$ cat config.mk
export PLATFORM = sky130hd
export DESIGN_NAME = mem_access_responder
export DESIGN_NICKNAME = d
export VERILOG_FILES = /design/src/rtl/mem_access_responder_pkg.sv /design/src/rtl/mem_access_responder_queue.sv /design/src/rtl/mem_access_responder.sv
export SDC_FILE = /design/constraint.sdc
export NUM_CORES = 1
export LEC_CHECK = 0
export BUFFER_PORTS_ARGS = -buffer_cell sky130_fd_sc_hd__buf_2
export CORE_ASPECT_RATIO = 0.75
export CORE_UTILIZATION = 38
export DETAILED_ROUTE_END_ITERATION = 8
export GPL_TIMING_DRIVEN = 0
export HOLD_SLACK_MARGIN = 0.1
export SLEW_MARGIN = 40
export SYNTH_ARGS = -nofsm -noshare
export SYNTH_HDL_FRONTEND = slang
export SYNTH_SLANG_ARGS = --single-unit
$ cat constraint.sdc
create_clock -name clk -period 5 [get_ports clk]
set_input_delay 0.75 -clock clk [delete_from_list [all_inputs] [get_ports clk]]
set_output_delay 0.75 -clock clk [all_outputs]
set_load 0.01 [all_outputs]
$ cat src/rtl/mem_access_responder_pkg.sv
// Shared types for the memory access responder: entry widths, queue entry layout, FSM states.
// Widths alias the core's physical-address, memory-entry and memory-serial datapaths.
package MemAccessResponderTypes;

    localparam int PHY_ADDR_WIDTH          = 32;
    localparam int MEMORY_ENTRY_WIDTH      = 128;
    localparam int MEM_ACCESS_SERIAL_WIDTH = 4;
    localparam int MEM_REQ_QUEUE_DEPTH     = 4;

    typedef logic [PHY_ADDR_WIDTH-1:0]          phy_addr_t;
    typedef logic [MEMORY_ENTRY_WIDTH-1:0]      mem_entry_t;
    typedef logic [MEM_ACCESS_SERIAL_WIDTH-1:0] mem_serial_t;

    typedef struct packed {
        logic        is_write;
        phy_addr_t   addr;
        mem_entry_t  data;
        mem_serial_t serial;
    } mem_req_entry_t;

    typedef enum logic [1:0] {
        ST_IDLE      = 2'd0,
        ST_ISSUE     = 2'd1,
        ST_WAIT_READ = 2'd2,
        ST_RESPOND   = 2'd3
    } resp_state_t;

endpackage

$ cat src/rtl/mem_access_responder_queue.sv
// In-order request FIFO with wrap-around pointers; head visible combinationally, one-cycle push-to-head.
// Pushes while full and pops while empty are ignored; simultaneous push and pop keep the count.
module mem_request_queue #(
    parameter int WIDTH = 8,
    parameter int DEPTH = 4
) (
    input  logic                     clk,
    input  logic                     rst,
    input  logic                     push,
    input  logic [WIDTH-1:0]         push_dat,
    input  logic                     pop,
    output logic [WIDTH-1:0]         head_dat,
    output logic                     full,
    output logic                     empty,
    output logic [$clog2(DEPTH):0]   count
);

    localparam int PTR_W = $clog2(DEPTH);
    localparam int CNT_W = PTR_W + 1;

    logic [WIDTH-1:0] mem [DEPTH];
    logic [PTR_W-1:0] wr_ptr;
    logic [PTR_W-1:0] rd_ptr;
    logic             do_push;
    logic             do_pop;

    assign full     = (count == CNT_W'(DEPTH));
    assign empty    = (count == '0);
    assign do_push  = push & ~full;
    assign do_pop   = pop & ~empty;
    assign head_dat = mem[rd_ptr];

    always_ff @(posedge clk or negedge rst) begin
        if (!rst) begin
            wr_ptr <= '0;
            rd_ptr <= '0;
            count  <= '0;
        end else begin
            if (do_push) wr_ptr <= wr_ptr + 1'b1;
            if (do_pop)  rd_ptr <= rd_ptr + 1'b1;
            case ({do_push, do_pop})
                2'b10:   count <= count + 1'b1;
                2'b01:   count <= count - 1'b1;
                default: ;
            endcase
        end
    end

    // Storage carries no reset; only entries below count are ever read.
    always_ff @(posedge clk) begin
        if (do_push) mem[wr_ptr] <= push_dat;
    end

endmodule

$ cat src/rtl/mem_access_responder.sv
// Accepts core line requests, queues them in order, and runs them one at a time on a req/grant RAM port.
// Read latency >= 4 cycles accept-to-pulse; busy (queue full) drops new requests and flags protocolError.
module mem_access_responder
    import MemAccessResponderTypes::*;
#(
    parameter int ADDR_WIDTH   = PHY_ADDR_WIDTH,
    parameter int LINE_WIDTH   = MEMORY_ENTRY_WIDTH,
    parameter int SERIAL_WIDTH = MEM_ACCESS_SERIAL_WIDTH,
    parameter int QUEUE_DEPTH  = MEM_REQ_QUEUE_DEPTH
) (
    input  logic                    clk,
    input  logic                    rst,
    input  logic [ADDR_WIDTH-1:0]   memAccessAddr,
    input  logic [LINE_WIDTH-1:0]   memAccessWriteData,
    input  logic                    memAccessRE,
    input  logic                    memAccessWE,
    output logic                    memAccessReadBusy,
    output logic                    memAccessWriteBusy,
    output logic [SERIAL_WIDTH-1:0] nextMemReadSerial,
    output logic [SERIAL_WIDTH-1:0] nextMemWriteSerial,
    output logic [LINE_WIDTH-1:0]   memReadData,
    output logic                    memReadDataReady,
    output logic [SERIAL_WIDTH-1:0] memReadSerial,
    output logic                    memAccessResponseValid,
    output logic [SERIAL_WIDTH-1:0] memAccessResponseSerial,
    output logic                    ramReq,
    output logic                    ramWE,
    output logic [ADDR_WIDTH-1:0]   ramAddr,
    output logic [LINE_WIDTH-1:0]   ramWData,
    input  logic                    ramGrant,
    input  logic                    ramRValid,
    input  logic [LINE_WIDTH-1:0]   ramRData,
    output logic                    protocolError
);

    localparam int CNT_W = $clog2(QUEUE_DEPTH) + 1;
    localparam logic [CNT_W-1:0] FULL_CNT = CNT_W'(QUEUE_DEPTH);

    mem_req_entry_t          enq_entry;
    mem_req_entry_t          head_entry;
    mem_req_entry_t          iss_q;
    resp_state_t             state_q;
    resp_state_t             state_d;
    logic [SERIAL_WIDTH-1:0] rd_serial_q;
    logic [SERIAL_WIDTH-1:0] wr_serial_q;
    logic [LINE_WIDTH-1:0]   rdata_q;
    logic                    proto_err_q;
    logic [CNT_W-1:0]        q_count;
    logic                    q_full;
    logic                    q_empty;
    logic                    q_pop;
    logic                    busy;
    logic                    wr_accept;
    logic                    rd_accept;
    logic                    proto_set;
    logic                    load_iss;
    logic                    cap_rdata;
    logic                    responding;

    assign busy      = (q_count == FULL_CNT);
    assign wr_accept = memAccessWE & ~busy;
    assign rd_accept = memAccessRE & ~memAccessWE & ~busy;

    // Dual request, request-while-busy and stray read data are all sticky violations.
    assign proto_set = (memAccessRE & memAccessWE)
                     | ((memAccessRE | memAccessWE) & busy)
                     | (ramRValid & (state_q != ST_WAIT_READ));

    always_comb begin
        enq_entry          = '0;
        enq_entry.is_write = memAccessWE;
        enq_entry.addr     = memAccessAddr;
        enq_entry.data     = memAccessWriteData;
        enq_entry.serial   = memAccessWE ? wr_serial_q : rd_serial_q;
    end

    mem_request_queue #(
        .WIDTH ($bits(mem_req_entry_t)),
        .DEPTH (QUEUE_DEPTH)
    ) u_queue (
        .clk      (clk),
        .rst      (rst),
        .push     (wr_accept | rd_accept),
        .push_dat (enq_entry),
        .pop      (q_pop),
        .head_dat (head_entry),
        .full     (q_full),
        .empty    (q_empty),
        .count    (q_count)
    );

    always_comb begin
        state_d   = state_q;
        q_pop     = 1'b0;
        load_iss  = 1'b0;
        cap_rdata = 1'b0;
        case (state_q)
            ST_IDLE: begin
                if (!q_empty) begin
                    load_iss = 1'b1;
                    state_d  = ST_ISSUE;
                end
            end
            ST_ISSUE: begin
                // The head stays queued (and counts toward busy) until the RAM takes it.
                if (ramGrant) begin
                    q_pop   = 1'b1;
                    state_d = iss_q.is_write ? ST_RESPOND : ST_WAIT_READ;
                end
            end
            ST_WAIT_READ: begin
                if (ramRValid) begin
                    cap_rdata = 1'b1;
                    state_d   = ST_RESPOND;
                end
            end
            ST_RESPOND: state_d = ST_IDLE;
            default:    state_d = ST_IDLE;
        endcase
    end

    always_ff @(posedge clk or negedge rst) begin
        if (!rst) begin
            state_q     <= ST_IDLE;
            iss_q       <= '0;
            rdata_q     <= '0;
            rd_serial_q <= '0;
            wr_serial_q <= '0;
            proto_err_q <= 1'b0;
        end else begin
            state_q <= state_d;
            if (load_iss)  iss_q       <= head_entry;
            if (cap_rdata) rdata_q     <= ramRData;
            if (rd_accept) rd_serial_q <= rd_serial_q + 1'b1;
            if (wr_accept) wr_serial_q <= wr_serial_q + 1'b1;
            if (proto_set) proto_err_q <= 1'b1;
        end
    end

    assign responding = (state_q == ST_RESPOND);

    assign memAccessReadBusy       = busy;
    assign memAccessWriteBusy      = q_full;
    assign nextMemReadSerial       = rd_serial_q;
    assign nextMemWriteSerial      = wr_serial_q;
    assign memReadData             = rdata_q;
    assign memReadDataReady        = responding & ~iss_q.is_write;
    assign memReadSerial           = memReadDataReady ? iss_q.serial : '0;
    assign memAccessResponseValid  = responding & iss_q.is_write;
    assign memAccessResponseSerial = memAccessResponseValid ? iss_q.serial : '0;
    assign ramReq                  = (state_q == ST_ISSUE);
    assign ramWE                   = iss_q.is_write;
    assign ramAddr                 = iss_q.addr;
    assign ramWData                = iss_q.data;
    assign protocolError           = proto_err_q;

endmodule
Yosys cells after proc, flatten, opt, wreduce, memory -nomap -nowiden
Memories as Yosys holds them, arrays and structs flattened. A register that Yosys moved wholly into a read port is not among the register bits.
Index checks and enable logic that the tools add are counted.
W data, S select, Z words.
Word-level totals
  bits in writable memories: 660
  output and inout bits: 311
  memories kept: 1
  bits of input ports: 294
  register bits: 146
  logic and storage cells: 65
Cells by class
  bitwise gates (word level): 18
  reductions and logical operators: 5
  eq/ne operators: 10
  add/subtract/negate cells: 6
  mux-type cells: 17
Memory list
  u_queue.mem: depth 4, bits a word 165, rd ports 1, clocked after Yosys merged registers in 1, write ports 1, RTL line mem_access_responder_queue.sv:21  | logic [WIDTH-1:0] mem [DEPTH];
Operator list (count)
  $mux W4: 3
  $and A1 B1 Y1: 10
  $mux W1: 9
  $add A4 B1 Y4 const B: 2
  $pmux W2 S4: 1
  $eq A2 B2 Y1 const B: 3
  $mux W2: 3
  $ne A2 B2 Y1 const B: 3
  $pmux W3 S2: 1
  $add A2 B1 Y2 const B: 2
  $eq A2 B1 Y1 const B: 2
  $not A1 Y1: 4
  $or A1 B1 Y1: 4
  $add A3 B1 Y3 const B: 1
  $eq A3 B3 Y1 const B: 1
  $logic_not A3 Y1: 1
  $reduce_and A3 Y1: 1
  $sub A3 B1 Y3 const B: 1
  $logic_not A2 Y1: 1
  $ne A2 B1 Y1 const B: 1
  $reduce_bool A2 Y1: 1
  $logic_not A1 Y1: 1

Longest topological paths before layout
  depth in word-level cells: 7
  mapped depth: 10
  mapped depth without buffers: 10

Hierarchy
From an unflattened synthesis, not the netlist that was laid out.
Second synthesis, totals
  cells, all modules: 1749
  area, all modules: 37736.2 sq um
By module, submodules not included
  mem_request_queue: seq. area each 19994.2 sq um, instances 1, area an instance 24232.0 sq um, cells each 900
  mem_access_responder: seq. area each 7607.3 sq um, instances 1, area an instance 13504.2 sq um, cells each 849

Worst setup path before layout
No wires, ideal clock.
  kind: in2reg
  start point: input memAccessWE
  end point: memory u_queue.mem[0][0] in the netlist's numbering, enable pin
  arrival: 4.789 ns
  path buffers: 0
  setup time: 0.545 ns
  cell stages on the path: 3
  required time: 4.455 ns
  setup slack: -0.334 ns
  cell sequence: nor2_1 > nor2_2 > and2_1
Between the ends
  longest elaborated chain between the ends: 7
  elaborated cells between the ends (all ways): 8
  classes of those cells: 2 x mux; 6 x bitwise
RTL lines
  start, declared: RTL line mem_access_responder.sv:16  | input logic memAccessWE,
  $not A1 Y1: RTL line mem_access_responder.sv:62  | assign rd_accept = memAccessRE & ~memAccessWE & ~busy;
  $and A1 B1 Y1 (2 in a row): RTL line mem_access_responder.sv:62
  $or A1 B1 Y1 *: RTL line mem_access_responder.sv:83  | .push (wr_accept | rd_accept),
  $and A1 B1 Y1 *: RTL line mem_access_responder_queue.sv:29  | assign do_push = push & ~full;
  $mux W1 *: RTL line mem_access_responder_queue.sv:51  | if (do_push) mem[wr_ptr] <= push_dat;
  $mux W1 (not written as such) *: RTL line mem_access_responder_queue.sv:51
  end, declared: RTL line mem_access_responder_queue.sv:21
Mark *: on every way between the ends. The rest lies on a longest branch, timed or not.

Final worst setup path
  start point: register state_q[1]
  end point: output memReadSerial[1]
Between the ends
  longest elaborated chain between the ends: 3
RTL lines
  start, declared: RTL line mem_access_responder.sv:42  | resp_state_t state_q;
  start signal, assigned: RTL line mem_access_responder.sv:131  | state_q <= state_d;
  $eq A2 B2 Y1: RTL line mem_access_responder.sv:140  | assign responding = (state_q == ST_RESPOND);
  $and A1 B1 Y1: RTL line mem_access_responder.sv:147  | assign memReadDataReady = responding & ~iss_q.is_write;
  $mux W4: RTL line mem_access_responder.sv:148  | assign memReadSerial = memReadDataReady ? iss_q.serial : '0;
  end, declared: RTL line mem_access_responder.sv:23  | output logic [SERIAL_WIDTH-1:0] memReadSerial,
Every way passes these cells.

==> flow_summary.yaml <==
job:
  maxCapViolCount: 0
timing:
  tightest_slew_ps: 791
  max-slew-margin-rel: 0.473
  max_freq_mhz: 335
  rsz0062_at_grt: "false"
  worst_slack_ps: 2020
  fin_skew_ps: 39.4
  maxSlewViolCount: 0
  hold_violations: 0
  finalSetupViolations: 0
  period_share: 0.597
  fin_crit_ps: 2980
drt:
  first_iter_violations: 1027
  drcViolationCount: 0
  vias: 18500
  routed_wl_um: 85900
  drtAntennaViolNets: 0
  viasPerCell: 4.78
  wl_met1_um: 33900
  met2WireLength_um: 42700
  dr.pass1.iters: 5
  wl_met3_um: 6690
  topRoutingLayerUsed: "met5"
  post_drt_wl_per_cell_um: 22.2
logic_synthesis:
  synthSimpleGateAreaFrac: 0.00542
  synth_xor_area_frac: 0.00284
  synth_fa_ha_area_frac: 0.00460
  synth_compound_area_frac: 0.00156
  ys_types: 35
  ys.warnings.count: 0
  synth_top_family_by_area: "multiplexers"
  synth_area_um2: 37000
  synth_mux_area_frac: 0.193
  seq_area_frac_synth: 0.747
  syn_nets: 2053
  synth_cells: 1746
  synth_seq_cells: 971
  avgSynthCellArea_um2: 21.2
setup_path:
  path_class: "flop to primary output"
  crit_family: "simple AND/OR/NAND/NOR gates"
  required_ps: 4250
  cp-start-kind: "flop"
  cp_num_buf_inv: 1
  cp.arrival_ps: 2230
  worstPathMaxFanout: 6
  cp_slowest_stage_delay_ps: 470
  crit_chain: "ha_1 -> nor2b_1 -> and2_1 -> buf_2"
  cp-end-kind: "primary output"
  cp_slowest_cell: "ha_1"
finish:
  post-route-util: 0.475
  drive_above_1_share: 0.573
  area_delta_synth_final_pct: 23.2
  nNetsFinal: 2787
  final_common_cell: "edfxtp_1"
  layout_common_cells: "660 x edfxtp_1, 627 x buf_2, 311 x dfrtp_1"
floorplanning:
  die_area_um2: 98500
  core_um2: 95800
  dieWidth_um: 362
  ioPinCount: 605
  start_util: 0.386
  die_h_um: 272
  rows: 98
clock_tree:
  cts_setup_buffers: 0
  clkTransAtPathRegs_ps: 60
  htreeDepth: 3
  clkLatencyLatePin_ps: 690
  root_buffer: "clkbuf_16"
  clockBufferDepth: 3
  cts_tree: "done"
  clock-sinks: 971
  cts_inserted_buffers: 98
grt:
  grt_pass1_wl_um: 128000
  grt_pass1_vias: 20200
  grt_util_all_layers: 0.176
  overflow: 0
  antenna_found_initial: 30
  grt_max_degree: 75
power:
  peakVddDrop_mv: 0.365
  power_density_nw_per_um2: 674
  leakagePower_uw: 0.0177
placement:
  dp_worst_setup_slack_ps: 1660
  dp_hpwl_um: 59300
  numPortBuffers: 604
  gp_congestion: 0.787
status:
  status: "complete, no violations"
hold_path:
  hp-class: "input pin to flop"
cells in the mapped netlist:
cell,instances,share of area
a21oi_1,2,0.00027
a2bb2oi_1,1,0.00024
buf_2,23,0.0031
nor2_2,1,0.00017
xor2_1,6,0.0014
nand2b_1,1,0.00017
o311a_1,1,0.00027
or3b_2,1,0.00024
buf_6,16,0.0049
ha_1,12,0.0041
and3_1,5,0.00085
buf_1,7,0.00071
buf_4,173,0.035
nor2b_1,3,0.00051
dfrtp_1,311,0.21
nand2_1,3,0.00030
mux4_2,165,0.10
fa_1,1,0.00054
inv_2,1,0.00010
inv_1,9,0.00091
xnor2_1,6,0.0014
mux2i_1,1,0.00027
a211oi_1,2,0.00041
nor3b_1,1,0.00020
nor4b_1,1,0.00024
mux2_2,301,0.092
nand3_1,3,0.00041
nor2_1,4,0.00041
nor3_1,1,0.00014
o21ai_0,1,0.00014
edfxtp_1,660,0.54
and2_1,9,0.0015
and4b_1,1,0.00027
clkbuf_1,12,0.0012
a2111oi_0,1,0.00024
path summary, 6_finish.rpt:
path	end	startpoint	depth (start not counted)	slack [ps]
hold reg to reg	protocolError$_DFFE_PN0P_	protocolError$_DFFE_PN0P_	2	500
hold / removal	u_queue.mem[0][72]$_DFFE_PP_	memAccessWriteData[68]	1	270
setup reg to reg	u_queue.mem[1][87]$_DFFE_PP_	u_queue.count[2]$_DFFE_PN0P_	8	2040
setup / recovery	memReadSerial[1]	state_q[1]$_DFFE_PN0P_	4	2020
max in group asynchronous	iss_q[2]$_DFFE_PN0P_	rst	5	3120
min in group asynchronous	ramWData[105]$_DFFE_PN0P_	rst	2	510
timing repair:
action	in CTS	in global routing
gates resized for setup	0	0
hold endpoints to repair	24	0
hold buffers	1	0
metrics by stage:
| step | hold slack, ps | setup TNS (ps) | instance area [um^2] | power (uW) | cells |
|---|---|---|---|---|---|
| 2_1_floorplan | 454 | 0 | 37000 | 19700 | 1746 |
| 3_3_place_gp | 474 | -1783990 | 41600 | 23400 | 3650 |
| 3_5_place_dp | 479 | 0 | 42300 | 23900 | 3679 |
| 4_1_cts | 206 | 0 | 45500 | 31300 | 3863 |
| 5_1_grt | 216 | 0 | 45500 | 32300 | 3868 |
| 6_report | 267 | 0 | 45500 | 30700 | 3875 |
cell families (layout without fill, tap and decap cells):
logic type      Yosys count  in the layout
xor+xnor                 12             12
fa+ha+maj                13             13
mux                     467            467
flops                   971            971
simple gates             34             34
compound gates            8              8
buf+inv                 241           1058
other cells               0             12
sequential cells by signal (all words and copies together) (netlist names):
register            count
ramWE                   1
iss_q                   4
protocolError           1
u_queue.count           3
state_q                 2
ramAddr                32
u_queue.wr_ptr          2
ramWData              128
u_queue.rd_ptr          2
u_queue.mem           660
nextMemWriteSerial      4
nextMemReadSerial       4
memReadData           128
per-layer routing:
metal  GRT usage  vias up
li1            -     8153
met1       0.214     9664
met2       0.291      506
met3      0.0620      154
met4      0.0561       32
met5           0        -
report_power, final:
group / switching, uW / internal, uW
sequential: 1030 / 11700
combinational: 5170 / 5470
clock: 3080 / 4180
final cells by class:
cell class                 instances  area, um^2
clock buffer                     143        2800
timing repair buffer             634        3680
sequential                       971       27600
buffer                           231        1670
clock inverter                    40         420
antenna                           12        30.0
fill                            8062       50200
inverter                          10        37.5
multi-input combinational        534        7660
tap                             1300        1630
Note: power is estimated with default switching activity, not from simulation.
